**src/rtl/mem_arbiter_if.sv**
```systemverilog
// Handshake bundle between the fetch and load/store requesters, the arbiter, and the data memory.
// The arbiter uses the slave modport; the requester/memory environment uses the master modport.
interface mem_arbiter_if #(
  parameter int ADDR_W = 32,
  parameter int DATA_W = 32
);
  logic              if_req;
  logic [ADDR_W-1:0] if_addr;
  logic              if_gnt;
  logic              if_rvalid;
  logic [DATA_W-1:0] if_rdata;

  logic              ls_req;
  logic              ls_we;
  logic [ADDR_W-1:0] ls_addr;
  logic [DATA_W-1:0] ls_wdata;
  logic              ls_gnt;
  logic              ls_done;
  logic [DATA_W-1:0] ls_rdata;

  logic [ADDR_W-1:0] mem_addr;
  logic [DATA_W-1:0] mem_wdata;
  logic              mem_ren;
  logic              mem_wen;
  logic [DATA_W-1:0] mem_rdata;

  modport master (
    output if_req, if_addr, ls_req, ls_we, ls_addr, ls_wdata, mem_rdata,
    input  if_gnt, if_rvalid, if_rdata, ls_gnt, ls_done, ls_rdata,
    input  mem_addr, mem_wdata, mem_ren, mem_wen
  );

  modport slave (
    input  if_req, if_addr, ls_req, ls_we, ls_addr, ls_wdata, mem_rdata,
    output if_gnt, if_rvalid, if_rdata, ls_gnt, ls_done, ls_rdata,
    output mem_addr, mem_wdata, mem_ren, mem_wen
  );
endinterface

```
**src/rtl/mem_arbiter.sv**
```systemverilog
// Round-robin arbiter/sequencer serialising fetch and load/store accesses onto a
// single-port memory, using a fixed IDLE -> ACCESS -> RESP transaction.
module mem_arbiter #(
  parameter int ADDR_W = 32,
  parameter int DATA_W = 32
) (
  input  logic          clk,
  input  logic          reset,
  mem_arbiter_if.slave  bus,
  output logic          busy
);

  typedef enum logic [1:0] {
    ST_IDLE   = 2'd0,
    ST_ACCESS = 2'd1,
    ST_RESP   = 2'd2
  } state_t;

  state_t            state_r;
  logic              owner_r;       // 0 = fetch, 1 = load/store
  logic              last_owner_r;
  logic [ADDR_W-1:0] addr_r;
  logic [DATA_W-1:0] wdata_r;
  logic              ren_r;
  logic              wen_r;
  logic              rvalid_r;
  logic              done_r;
  logic              if_gnt_s;
  logic              ls_gnt_s;

  // Grant decode: only in IDLE; on contention the requester that did not win last time goes first
  always_comb begin
    if_gnt_s = 1'b0;
    ls_gnt_s = 1'b0;
    if (state_r == ST_IDLE) begin
      if (bus.if_req && bus.ls_req) begin
        if_gnt_s = last_owner_r;
        ls_gnt_s = ~last_owner_r;
      end else begin
        if_gnt_s = bus.if_req;
        ls_gnt_s = bus.ls_req;
      end
    end else begin
      if_gnt_s = 1'b0;
      ls_gnt_s = 1'b0;
    end
  end

  // Transaction sequencer with registered memory controls and response pulses
  always_ff @(posedge clk) begin
    if (reset) begin
      state_r      <= ST_IDLE;
      owner_r      <= 1'b0;
      last_owner_r <= 1'b1;
      addr_r       <= {ADDR_W{1'b0}};
      wdata_r      <= {DATA_W{1'b0}};
      ren_r        <= 1'b0;
      wen_r        <= 1'b0;
      rvalid_r     <= 1'b0;
      done_r       <= 1'b0;
    end else begin
      case (state_r)
        ST_IDLE: begin
          rvalid_r <= 1'b0;
          done_r   <= 1'b0;
          if (if_gnt_s) begin
            owner_r      <= 1'b0;
            last_owner_r <= 1'b0;
            addr_r       <= bus.if_addr;
            wdata_r      <= {DATA_W{1'b0}};
            ren_r        <= 1'b1;
            wen_r        <= 1'b0;
            state_r      <= ST_ACCESS;
          end else if (ls_gnt_s) begin
            owner_r      <= 1'b1;
            last_owner_r <= 1'b1;
            addr_r       <= bus.ls_addr;
            wdata_r      <= bus.ls_we ? bus.ls_wdata : {DATA_W{1'b0}};
            ren_r        <= ~bus.ls_we;
            wen_r        <= bus.ls_we;
            state_r      <= ST_ACCESS;
          end else begin
            ren_r <= 1'b0;
            wen_r <= 1'b0;
          end
        end
        ST_ACCESS: begin
          // Memory samples on this edge; the response pulse lines up with its registered data
          ren_r    <= 1'b0;
          wen_r    <= 1'b0;
          rvalid_r <= ~owner_r;
          done_r   <= owner_r;
          state_r  <= ST_RESP;
        end
        ST_RESP: begin
          rvalid_r <= 1'b0;
          done_r   <= 1'b0;
          state_r  <= ST_IDLE;
        end
        default: begin
          ren_r    <= 1'b0;
          wen_r    <= 1'b0;
          rvalid_r <= 1'b0;
          done_r   <= 1'b0;
          state_r  <= ST_IDLE;
        end
      endcase
    end
  end

  assign bus.if_gnt    = if_gnt_s;
  assign bus.ls_gnt    = ls_gnt_s;
  assign bus.mem_addr  = addr_r;
  assign bus.mem_wdata = wdata_r;
  assign bus.mem_ren   = ren_r;
  assign bus.mem_wen   = wen_r;
  assign bus.if_rvalid = rvalid_r;
  assign bus.ls_done   = done_r;
  assign bus.if_rdata  = bus.mem_rdata;
  assign bus.ls_rdata  = bus.mem_rdata;
  assign busy          = (state_r != ST_IDLE);

endmodule

```
**src/flat_wrapper.sv**
```systemverilog
// flat-port wrapper written by rule: the top's interface ports become plain ports
module mem_arbiter_flat 
#(
  parameter int ADDR_W = 32,
  parameter int DATA_W = 32
)
  (clk, reset, busy, bus_if_req, bus_if_addr, bus_ls_req, bus_ls_we, bus_ls_addr, bus_ls_wdata, bus_mem_rdata, bus_if_gnt, bus_if_rvalid, bus_if_rdata, bus_ls_gnt, bus_ls_done, bus_ls_rdata, bus_mem_addr, bus_mem_wdata, bus_mem_ren, bus_mem_wen);
  mem_arbiter_if #(.ADDR_W(ADDR_W), .DATA_W(DATA_W)) bus_i ();
  input  logic clk;
  input  logic reset;
  output logic busy;
  input wire logic [$bits(bus_i.if_req)-1:0] bus_if_req;
  input wire logic [$bits(bus_i.if_addr)-1:0] bus_if_addr;
  input wire logic [$bits(bus_i.ls_req)-1:0] bus_ls_req;
  input wire logic [$bits(bus_i.ls_we)-1:0] bus_ls_we;
  input wire logic [$bits(bus_i.ls_addr)-1:0] bus_ls_addr;
  input wire logic [$bits(bus_i.ls_wdata)-1:0] bus_ls_wdata;
  input wire logic [$bits(bus_i.mem_rdata)-1:0] bus_mem_rdata;
  output wire logic [$bits(bus_i.if_gnt)-1:0] bus_if_gnt;
  output wire logic [$bits(bus_i.if_rvalid)-1:0] bus_if_rvalid;
  output wire logic [$bits(bus_i.if_rdata)-1:0] bus_if_rdata;
  output wire logic [$bits(bus_i.ls_gnt)-1:0] bus_ls_gnt;
  output wire logic [$bits(bus_i.ls_done)-1:0] bus_ls_done;
  output wire logic [$bits(bus_i.ls_rdata)-1:0] bus_ls_rdata;
  output wire logic [$bits(bus_i.mem_addr)-1:0] bus_mem_addr;
  output wire logic [$bits(bus_i.mem_wdata)-1:0] bus_mem_wdata;
  output wire logic [$bits(bus_i.mem_ren)-1:0] bus_mem_ren;
  output wire logic [$bits(bus_i.mem_wen)-1:0] bus_mem_wen;
  assign bus_i.if_req = bus_if_req;
  assign bus_i.if_addr = bus_if_addr;
  assign bus_i.ls_req = bus_ls_req;
  assign bus_i.ls_we = bus_ls_we;
  assign bus_i.ls_addr = bus_ls_addr;
  assign bus_i.ls_wdata = bus_ls_wdata;
  assign bus_i.mem_rdata = bus_mem_rdata;
  assign bus_if_gnt = bus_i.if_gnt;
  assign bus_if_rvalid = bus_i.if_rvalid;
  assign bus_if_rdata = bus_i.if_rdata;
  assign bus_ls_gnt = bus_i.ls_gnt;
  assign bus_ls_done = bus_i.ls_done;
  assign bus_ls_rdata = bus_i.ls_rdata;
  assign bus_mem_addr = bus_i.mem_addr;
  assign bus_mem_wdata = bus_i.mem_wdata;
  assign bus_mem_ren = bus_i.mem_ren;
  assign bus_mem_wen = bus_i.mem_wen;
  mem_arbiter #(.ADDR_W(ADDR_W), .DATA_W(DATA_W)) u_core (.clk(clk), .reset(reset), .bus(bus_i), .busy(busy));
endmodule
```
**config.mk**
```make
export PLATFORM = sky130hd
export DESIGN_NAME = mem_arbiter_flat
export DESIGN_NICKNAME = d
export VERILOG_FILES = /design/src/rtl/mem_arbiter_if.sv /design/src/rtl/mem_arbiter.sv /design/src/flat_wrapper.sv
export SDC_FILE = /design/constraint.sdc
export NUM_CORES = 1
export LEC_CHECK = 0
export ABC_AREA = 1
export BUFFER_PORTS_ARGS = -buffer_cell sky130_fd_sc_hd__buf_2
export CAP_MARGIN = 5
export CORE_AREA = 2 2 105 107
export DETAILED_ROUTE_END_ITERATION = 10
export DIE_AREA = 0 0 107 109
export PLACE_DENSITY = 0.72
export SLEW_MARGIN = 20
export SYNTH_ARGS = -nofsm -noshare
export SYNTH_HDL_FRONTEND = slang
export SYNTH_SLANG_ARGS = --single-unit
```
**constraint.sdc**
```tcl
create_clock -name clk -period 1.65 [get_ports clk]
set_input_delay 0.165 -clock clk [delete_from_list [all_inputs] [get_ports clk]]
set_output_delay 0.165 -clock clk [all_outputs]
set_load 0.005 [all_outputs]
```
==> results_dict.tcl <==
set metrics [dict create \
    outcome "complete, no violations" \
    required_ns 1.48 \
    dpl_cell_area_mm2 0.00431 \
    grt_setup_unrepaired "true" \
    clockBufferDepth 2 \
    grt_pass1_vias 3617 \
    grt_first_pass_wirelength_mm 17.3 \
    cts_tree "yes" \
    setup_ws_ns 0.110 \
    preCtsSetupSlack_ns 0.288 \
    drcViolationCount 0 \
    clock_latency_ns 0.35 \
    tightestPinTransition_ns 0.632 \
    hpwl_mm 7.23 \
    die_x_um 107 \
    ys_ff_latch 72 \
    clock-sinks 72 \
    power_switching_mw 1.40 \
    cp_max_fo 13 \
    cts_buffers 9 \
    p_sw_share_pct 28.8 \
    seq_power_share_pct 40.3 \
    placedCellCount 749 \
    met1_usage_pct 21.5 \
    hold_viol 0 \
    clkPwrFrac_pct 35.3 \
    synth_area_leaders "dfxtp_1 38%, buf_4 14%, nand2_1 10%, nand3_1 8.6%, nor2_1 6.6%" \
    peakVddDrop_mv 0.412 \
    power_density_mw_per_mm2 1040 \
    ios 268 \
    io_buffer_count 171 \
    yosysUniqueCellTypes 19 \
    cp_num_buf_inv 3 \
    die-area_mm2 0.0117 \
    synth_seq_area_share_pct 37.6 \
    timing.final.crit_share_pct 93.3 \
    groute.usage.overall_pct 18.6 \
    internal-power_mw 3.47 \
    synth_top_area_share_pct 37.6 \
    via_count 3858 \
    gp_congestion 0.782 \
    use_met2_pct 32.6 \
    netlist_instances 531 \
    antenna_found_initial 0 \
    cp_top_family "buffers and inverters" \
    start_util_pct 36.1 \
    hold_path_class "in2reg" \
    maxSlewHeadroom_pct 57.9 \
    finalMaxSlewViolations 0 \
    use_met3_pct 4.72 \
    nets 760 \
    rows 38 \
    dr.pass1.iters 4 \
    whs_ns 0.0694 \
    fin_cells 772 \
    max_freq_ghz 0.649 \
    path_clk_slew_ns 0.08 \
    critPathLaunchType "flop" \
    core_mm2 0.0106 \
    post-route-min-period_ns 1.54 \
    crit_chain "nor2_4 -> nand3_4 -> buf_12 -> inv_1 -> buf_2" \
    syn_avg_cell_area_um2 7.22 \
    drive_gt1_share_pct 34.3 \
    areaGrowthSynthToFinish_pct 21.9 \
    setup_viol 0 \
    yosys_warnings 0 \
    viasPerCell 5.00 \
    grt.overflow.total 0 \
    ant_nets 0 \
    top_usage_layer "met2" \
    drtIter0Drc 237 \
    endpoint_kind "primary output" \
    worst_ep_arrival_time_ns 1.37 \
    synthesis.area_mm2 0.00383 \
    chipHeight_um 109 \
    critPathSlowestCell "dfxtp_2" \
    wire_per_inst_um 14.3 \
    synth_nets 664 \
    ctsHtreeMaxLevel 3 \
    clock-root-buffer "clkbuf_8" \
    power_frac_comb_pct 24.4 \
    diodes 0 \
    leakage_nw 2.35 \
    grt_max_degree 50 \
    design_area_mm2 0.00467 \
    finClkSkew_ns 0.00718 \
    critical_path_class "reg2out" \
    slowest_delay_ns 0.35 \
    synth.largest_area_cell "dfxtp_1" \
    power.total_mw 4.87 \
    routed_wl_mm 11.0 \
    maxCapViolations 0 \
]
cells in the final DEF (no fill, tap or decap), types with 2 or more instances in the layout:
| master | n |
|---|---|
| buf_12 | 3 |
| buf_2 | 171 |
| nor2_4 | 2 |
| clkbuf_8 | 10 |
| bufinv_16 | 3 |
| inv_2 | 2 |
| nand3b_1 | 32 |
| clkbuf_16 | 2 |
| a21oi_1 | 34 |
| nand2_1 | 104 |
| nand4_1 | 32 |
| buf_4 | 16 |
| inv_1 | 6 |
| dfxtp_1 | 71 |
| nand3_1 | 66 |
| nor2_1 | 67 |
per-stage QoR:
stage | setup TNS (ns) | util (%)
finish | 0 | 44.1
detailed placement | 0 | 40.7
global route | -0.00543 | 44.1
CTS | 0 | 43.3
global placement | 0 | 40.7
floorplan | 0 | -
path summary, 6_finish.rpt:
| check | slack [ns] | startpoint | to | cells after the start |
|---|---|---|---|---|
| worst max register to register | 0.23 | u_core.state_r[1]$_SDFFE_PP0P_ | u_core.bus.mem_addr[17]$_SDFFE_PP0P_ | 8 |
| worst min register to register | 0.41 | u_core.owner_r$_SDFFE_PP0P_ | u_core.bus.if_rvalid$_SDFF_PP0_ | 1 |
| worst max-delay path | 0.11 | u_core.state_r[1]$_SDFFE_PP0P_ | bus_if_gnt | 5 |
| worst min-delay path | 0.07 | bus_ls_wdata[30] | u_core.bus.mem_wdata[30]$_SDFFE_PP0P_ | 3 |
state kept, by name, summed over array words and instances (netlist names):
register and flops:
u_core.owner_r 1, u_core.last_owner_r 1, u_core.bus.if_rvalid 1, u_core.bus.mem_wdata 32, u_core.state_r 2, u_core.bus.ls_done 1, u_core.bus.mem_wen 1, u_core.bus.mem_addr 32
u_core.bus.mem_ren 1
timing repair:
item,in CTS,in global routing
resized for setup,0,2
gates cloned,1,2
setup buffers,0,4
hold buffers,0,0
pin swaps,1,3
endpoints found under the setup margin,1,2
power groups by stage:
stage / logic [mW] / registers (mW) / clock network [mW]
floorplan: 0.803 / 2.01 / 0
global placement: 1.09 / 2.00 / 0
detailed placement: 1.12 / 2.00 / 0
CTS: 1.15 / 1.96 / 1.77
global route: 1.34 / 1.98 / 1.85
finish: 1.19 / 1.96 / 1.72
worst register-to-register path: cells and delay by family, from the launching register on:
| family | cells | cell delay, ns |
|---|---|---|
| flip-flops | 1 | 0.35 |
| buffers and inverters | 2 | 0.45 |
| AND/OR/NAND/NOR | 6 | 0.53 |
final cells by class:
cell class / count / area [um^2]
fill: 1101 / 5930
multi-input combinational: 343 / 1660
sequential: 72 / 1440
timing repair buffer: 193 / 1120
tap: 140 / 175
clock buffer: 11 / 141
clock inverter: 5 / 104
inverter: 8 / 30.0
logic make-up after synthesis:
| kind of cell | share of synthesized area, % |
|---|---|
| AND/OR/NAND/NOR | 38.2 |
| buffers and inverters | 19.3 |
| flip-flops | 37.6 |
| AO/OA/AOI/OAI | 4.90 |
synth_stat cells (all sizes together):
cell and n:
a211oi 1, a21oi 34, buf 90, clkbuf 18
dfxtp 72, inv 8, nand2 105, nand3 68
nand3b 32, nand4 32, nor2 69, nor3 1
o21ai 1
layer usage:
metal	up-vias	share of wire (%)
met5	-	0
met4	0	2.4
met1	1773	41
li1	1887	-
met2	167	49
met3	31	7.4
No activity file was read; power rests on OpenSTA's default activity.
